[src/rtl/sreg_pkg.sv]
// sreg_pkg: shared definitions for the sreg_xfer shift engine.
//   state_e   - engine state encoding (StIdle = 0, StShift = 1)
//   clog2     - ceiling log2 for constant sizing
//   cnt_width - beat counter width, never narrower than one bit
package sreg_pkg;

    typedef enum logic {
        StIdle  = 1'b0,
        StShift = 1'b1
    } state_e;

    function automatic int unsigned clog2(input int unsigned value);
        int unsigned result;
        int unsigned span;
        result = 0;
        span   = 1;
        while (span < value) begin
            span   = span << 1;
            result = result + 1;
        end
        return result;
    endfunction

    function automatic int unsigned cnt_width(input int unsigned beats);
        int unsigned w;
        w = clog2(beats);
        return (w < 1) ? 1 : w;
    endfunction

endpackage

[src/rtl/sreg_beat_cnt.sv]
// sreg_beat_cnt: beat counter for the shift engine.
// Ports:
//   clk   in  system clock
//   rst_n in  asynchronous active-low reset
//   clr   in  synchronous clear to zero (priority over en)
//   en    in  count one beat
//   tc    out terminal count: counter currently equals BEATS-1
module sreg_beat_cnt #(
    parameter int unsigned BEATS = 16,
    parameter int unsigned CNT_W = 4
) (
    input  logic clk,
    input  logic rst_n,
    input  logic clr,
    input  logic en,
    output logic tc
);

    logic [CNT_W-1:0] cnt_q;

    always_ff @(posedge clk or negedge rst_n) begin
        if (!rst_n) begin
            cnt_q <= '0;
        end else if (clr) begin
            cnt_q <= '0;
        end else if (en) begin
            // Wraps (or overshoots) after the final beat; the next load clears it.
            cnt_q <= cnt_q + CNT_W'(1);
        end
    end

    assign tc = (cnt_q == CNT_W'(BEATS - 1));

endmodule

[src/rtl/sreg_xfer.sv]
// sreg_xfer: serialises a parallel word onto LANES serial lanes while capturing
// the same number of bits back into a parallel word.
// Ports:
//   clk        in  system clock
//   rst_n      in  asynchronous active-low reset
//   pin        in  parallel word to transmit
//   load_valid in  pin valid; accepted when load_valid & load_ready
//   load_ready out engine idle and able to accept a word
//   sft_en     in  single-cycle beat strobe
//   abort      in  synchronous cancel of the transfer in progress
//   sin        in  serial input lanes, sampled on each beat
//   sout       out serial output lanes, active end of the shift register
//   pout       out last completed received word
//   done       out one-cycle completion pulse
//   busy       out transfer in progress
module sreg_xfer
    import sreg_pkg::*;
#(
    parameter int unsigned WIDTH     = 16,
    parameter int unsigned LANES     = 1,
    parameter bit          MSB_FIRST = 1'b1
) (
    input  logic             clk,
    input  logic             rst_n,
    input  logic [WIDTH-1:0] pin,
    input  logic             load_valid,
    output logic             load_ready,
    input  logic             sft_en,
    input  logic             abort,
    input  logic [LANES-1:0] sin,
    output logic [LANES-1:0] sout,
    output logic [WIDTH-1:0] pout,
    output logic             done,
    output logic             busy
);

    localparam int unsigned BEATS = WIDTH / LANES;
    localparam int unsigned CNT_W = cnt_width(BEATS);

    if ((LANES == 0) || (WIDTH < LANES) || ((WIDTH % LANES) != 0)) begin : g_bad_params
        $error("sreg_xfer: WIDTH must be a non-zero multiple of LANES");
    end

    state_e           state_q;
    logic [WIDTH-1:0] sr_q;
    logic [WIDTH-1:0] sr_shift;
    logic [WIDTH-1:0] pout_q;
    logic             done_q;
    logic             accept;
    logic             beat;
    logic             tc;

    // Shift direction and the degenerate one-beat case are fixed at elaboration.
    if (LANES == WIDTH) begin : g_shift_full
        assign sr_shift = sin;
        assign sout     = sr_q;
    end else if (MSB_FIRST) begin : g_shift_left
        assign sr_shift = {sr_q[WIDTH-LANES-1:0], sin};
        assign sout     = sr_q[WIDTH-1 -: LANES];
    end else begin : g_shift_right
        assign sr_shift = {sin, sr_q[WIDTH-1:LANES]};
        assign sout     = sr_q[LANES-1:0];
    end

    // Held off during the done cycle so a new load always sees one idle cycle
    // after completion; both terms are registers.
    assign load_ready = (state_q == StIdle) && !done_q;
    assign busy       = (state_q == StShift);
    assign accept     = load_valid && load_ready;
    // abort outranks sft_en: an aborted cycle neither shifts nor counts.
    assign beat       = (state_q == StShift) && sft_en && !abort;

    sreg_beat_cnt #(
        .BEATS (BEATS),
        .CNT_W (CNT_W)
    ) u_beat_cnt (
        .clk   (clk),
        .rst_n (rst_n),
        .clr   (accept),
        .en    (beat),
        .tc    (tc)
    );

    always_ff @(posedge clk or negedge rst_n) begin
        if (!rst_n) begin
            state_q <= StIdle;
            sr_q    <= '0;
            pout_q  <= '0;
            done_q  <= 1'b0;
        end else begin
            done_q <= 1'b0;
            unique case (state_q)
                StIdle: begin
                    if (accept) begin
                        sr_q    <= pin;
                        state_q <= StShift;
                    end
                end
                StShift: begin
                    if (abort) begin
                        // sr and the beat count are left as they were.
                        state_q <= StIdle;
                    end else if (sft_en) begin
                        sr_q <= sr_shift;
                        if (tc) begin
                            pout_q  <= sr_shift;
                            done_q  <= 1'b1;
                            state_q <= StIdle;
                        end
                    end
                end
            endcase
        end
    end

    assign pout = pout_q;
    assign done = done_q;

endmodule

[config.mk]
export PLATFORM = sky130hd
export DESIGN_NAME = sreg_xfer
export DESIGN_NICKNAME = d
export VERILOG_FILES = /design/src/rtl/sreg_pkg.sv /design/src/rtl/sreg_beat_cnt.sv /design/src/rtl/sreg_xfer.sv
export SDC_FILE = /design/constraint.sdc
export NUM_CORES = 1
export LEC_CHECK = 0
export ABC_AREA = 0
export BUFFER_PORTS_ARGS = -buffer_cell sky130_fd_sc_hd__buf_2
export CORE_UTILIZATION = 47
export CTS_CLUSTER_DIAMETER = 50
export CTS_CLUSTER_SIZE = 8
export DETAILED_ROUTE_END_ITERATION = 7
export PLACE_DENSITY = 0.74
export SETUP_SLACK_MARGIN = 0.02
export SKIP_LAST_GASP = 1
export SLEW_MARGIN = 20
export SYNTH_ARGS = -nofsm -noshare
export SYNTH_HDL_FRONTEND = slang
export SYNTH_SLANG_ARGS = --single-unit
[constraint.sdc]
create_clock -name clk -period 1.6 [get_ports clk]
set_input_delay 0.08 -clock clk [delete_from_list [all_inputs] [get_ports clk]]
set_output_delay 0.08 -clock clk [all_outputs]
set_load 0.02 [all_outputs]
==> impl_metrics.tcl <==
set metrics [dict create \
    crit_arrival_ns 1.83 \
    grt_use_met3_pct 6.204 \
    clock_latency_ns 0.34 \
    num_vias 1039 \
    yosys_warnings 0 \
    fin_util_pct 62.09 \
    p_per_area_nw_per_um2 1179 \
    pre_cts_ws_ns 0.02156 \
    postSynthCellCount 110 \
    grt_use_met1_pct 22.73 \
    cp-start-kind "register" \
    layout.nets 185 \
    initial_core_util_pct 50.51 \
    hold_viol_final 0 \
    vdd_drop_max_uv 700.1 \
    cts_buffer_depth 2 \
    grt_overflow_total 0 \
    post-cts-setup-buffer-count 0 \
    cts_max_level 2 \
    wirelength_mm 3.183 \
    busiest_layer "met2" \
    dieArea_sq_um 3918 \
    grt_antenna_before_repair 0 \
    end_kind "register" \
    seq_area_frac_synth_pct 55.11 \
    fin_crit_ns 1.596 \
    drt-pass1-iter-count 4 \
    fin_hold_ws_ns 0.07769 \
    cts_made_buffers 5 \
    critPathTopFamily "flip-flops" \
    synth_area_per_cell_sq_um 15.69 \
    cp_data_required_time_ns 1.84 \
    clock-sinks 38 \
    post-route-period-util_pct 99.72 \
    track_usage_pct 18.18 \
    max_freq_mhz 626.8 \
    dp_hpwl_mm 2.339 \
    ios 42 \
    slew_headroom_pct 74.92 \
    fin_ws_ns 0.004496 \
    layout-drive-gt1-share_pct 67.48 \
    p_leak_nw 1.062 \
    setup_violations 0 \
    ant_nets 0 \
    maxCapViolCount 0 \
    syn_area_sq_um 1725 \
    chipWidth_microns 62.59 \
    grt_max_degree 18 \
    met2_usage_pct 29.35 \
    cp_cell_sequence "ha_1 > nand4_2 > nor3b_4 > buf_12 > mux2_2" \
    n_antenna_cell 0 \
    clock_skew_ns 0.008748 \
    critPathKind "reg2reg" \
    wl_per_cell_microns 15.23 \
    synth_cell_types 22 \
    grt_first_pass_wirelength_mm 5.285 \
    clockRootBuffer "clkbuf_4" \
    syn-num-nets 133 \
    finalPower_mw 2.501 \
    hold_class "in2reg" \
    worst-path-buf-inv 1 \
    synth_top_area_share_pct 55.11 \
    slowest_stage "dfrtp_1" \
    first_iter_violations 29 \
    gp_congestion 0.7418 \
    worstPathMaxFanout 17 \
    slew_violations 0 \
    port_buffers 41 \
    tritoncts "built" \
    worstMarginPinSlew_ns 0.3762 \
    via_per_inst 4.971 \
    rsz0062_at_grt "yes" \
    area_growth_pct 22.91 \
    drc_errors 0 \
    rows 21 \
    die_h_microns 62.59 \
    synth_area_leaders "dfrtp_1, mux2_2, mux2_4" \
    core_sq_um 3416 \
    synth_top_area_cell "dfrtp_1" \
    slowest_delay_ns 0.39 \
    status "finished clean" \
    ys_ff_latch 38 \
    grt_pass1_vias 1084 \
    clkTransAtPathRegs_ns 0.11 \
]
## placed cells by master, fill, tap and decap left out
cell / synthesis / layout
mux2_4: 9 / 9
dfrtp_2: 0 / 2
nand2_1: 1 / 1
buf_2: 2 / 41
dlygate4sd3_1: 0 / 2
nand3b_2: 1 / 1
mux2i_1: 1 / 1
nand4_2: 1 / 1
clkbuf_4: 0 / 5
bufinv_16: 0 / 1
nor3b_4: 1 / 1
buf_4: 0 / 5
nand3_1: 1 / 1
clkinv_2: 0 / 2
o31ai_1: 1 / 1
nand2_8: 0 / 1
mux2_2: 39 / 39
xor2_1: 2 / 2
nand4b_1: 1 / 1
buf_12: 1 / 1
and2_1: 1 / 1
nor2_1: 4 / 4
or3b_4: 0 / 1
o211ai_1: 1 / 1
ha_1: 1 / 1
nand3b_1: 1 / 1
dfrtp_1: 38 / 36
## synth_stat cells
library cell,instances
and2_1,1
buf_12,1
buf_2,2
buf_6,1
dfrtp_1,38
ha_1,1
mux2_2,39
mux2_4,9
mux2i_1,1
nand2_1,1
nand2_2,1
nand3_1,1
nand3b_1,1
nand3b_2,1
nand4_2,1
nand4b_1,1
nor2_1,4
nor3b_4,1
o211ai_1,1
o31ai_1,1
or3b_1,1
xor2_1,2
## routing by layer
| layer | routed length, microns | part of all wire, % |
|---|---|---|
| met1 | 1427 | 45 |
| met2 | 1590 | 50 |
| met5 | 0 | 0 |
| met4 | 37 | 1.2 |
| met3 | 127 | 4.0 |
## final timing paths
check,from,endpoint,slack (ns),depth (start not counted)
max,u_beat_cnt.cnt_q[0],pout[5],0.004,5
min,abort,busy,0.08,3
max reg2reg,u_beat_cnt.cnt_q[0],pout[5],0.004,5
min reg2reg,pout[3],pout[3],0.51,1
max in group asynchronous,rst_n,pout[14],0.92,3
min in group asynchronous,rst_n,pout[0],0.18,2
## flip-flops by register name (all words and copies together), names as in the netlist
signal            count
busy                  1
done                  1
pout                 16
sr_q                 16
u_beat_cnt.cnt_q      4
## final cells by class
cell class | instances | area (sq um)
clock buffers | 5 | 37.54
flip-flops and latches | 38 | 953.4
fillers | 291 | 1295
repair buffers | 49 | 282.8
clock inverters | 3 | 40.04
well taps | 46 | 57.56
multi-input cells | 68 | 749.5
## tightest hold or removal path, cell delays in order
cell	delay, ns
buf_2	0.13
nand3b_1	0.13
nand2_1	0.06
## through the flow
stage,cell area [sq um],setup TNS (ns),cells
floorplan,1738,-0.3249,110
global placement,2014,0,199
detailed placement,2014,0,199
CTS,2112,-0.01021,209
global route,2121,-0.6973,209
finish,2121,0,209
## repair_timing
| action | in CTS | in global routing |
|---|---|---|
| endpoints found under the hold margin | 21 | 0 |
| hold buffers | 2 | 0 |
| resized for setup | 0 | 1 |
| endpoints found under the setup margin | 7 | 32 |
## power breakdown
group,leakage [nW],total (mW),internal (mW),switching [mW]
Sequential,0.489,1.31,1.16,0.150
Combinational,0.528,0.556,0.342,0.214
Clock,0.0450,0.632,0.324,0.308
## logic make-up after synthesis
| kind of cell | Yosys count | share of synthesized area [%] |
|---|---|---|
| AOI/OAI and AO/OA | 2 | 0.8705 |
| xor gates and xnor gates | 2 | 1.015 |
| DFF | 38 | 55.11 |
| muxes | 49 | 33.87 |
| and+or+nand+nor | 14 | 6.019 |
| adders and majority gates | 1 | 0.7250 |
| buffers and inverters | 4 | 2.393 |
Note: power is estimated with default switching activity, not from simulation.
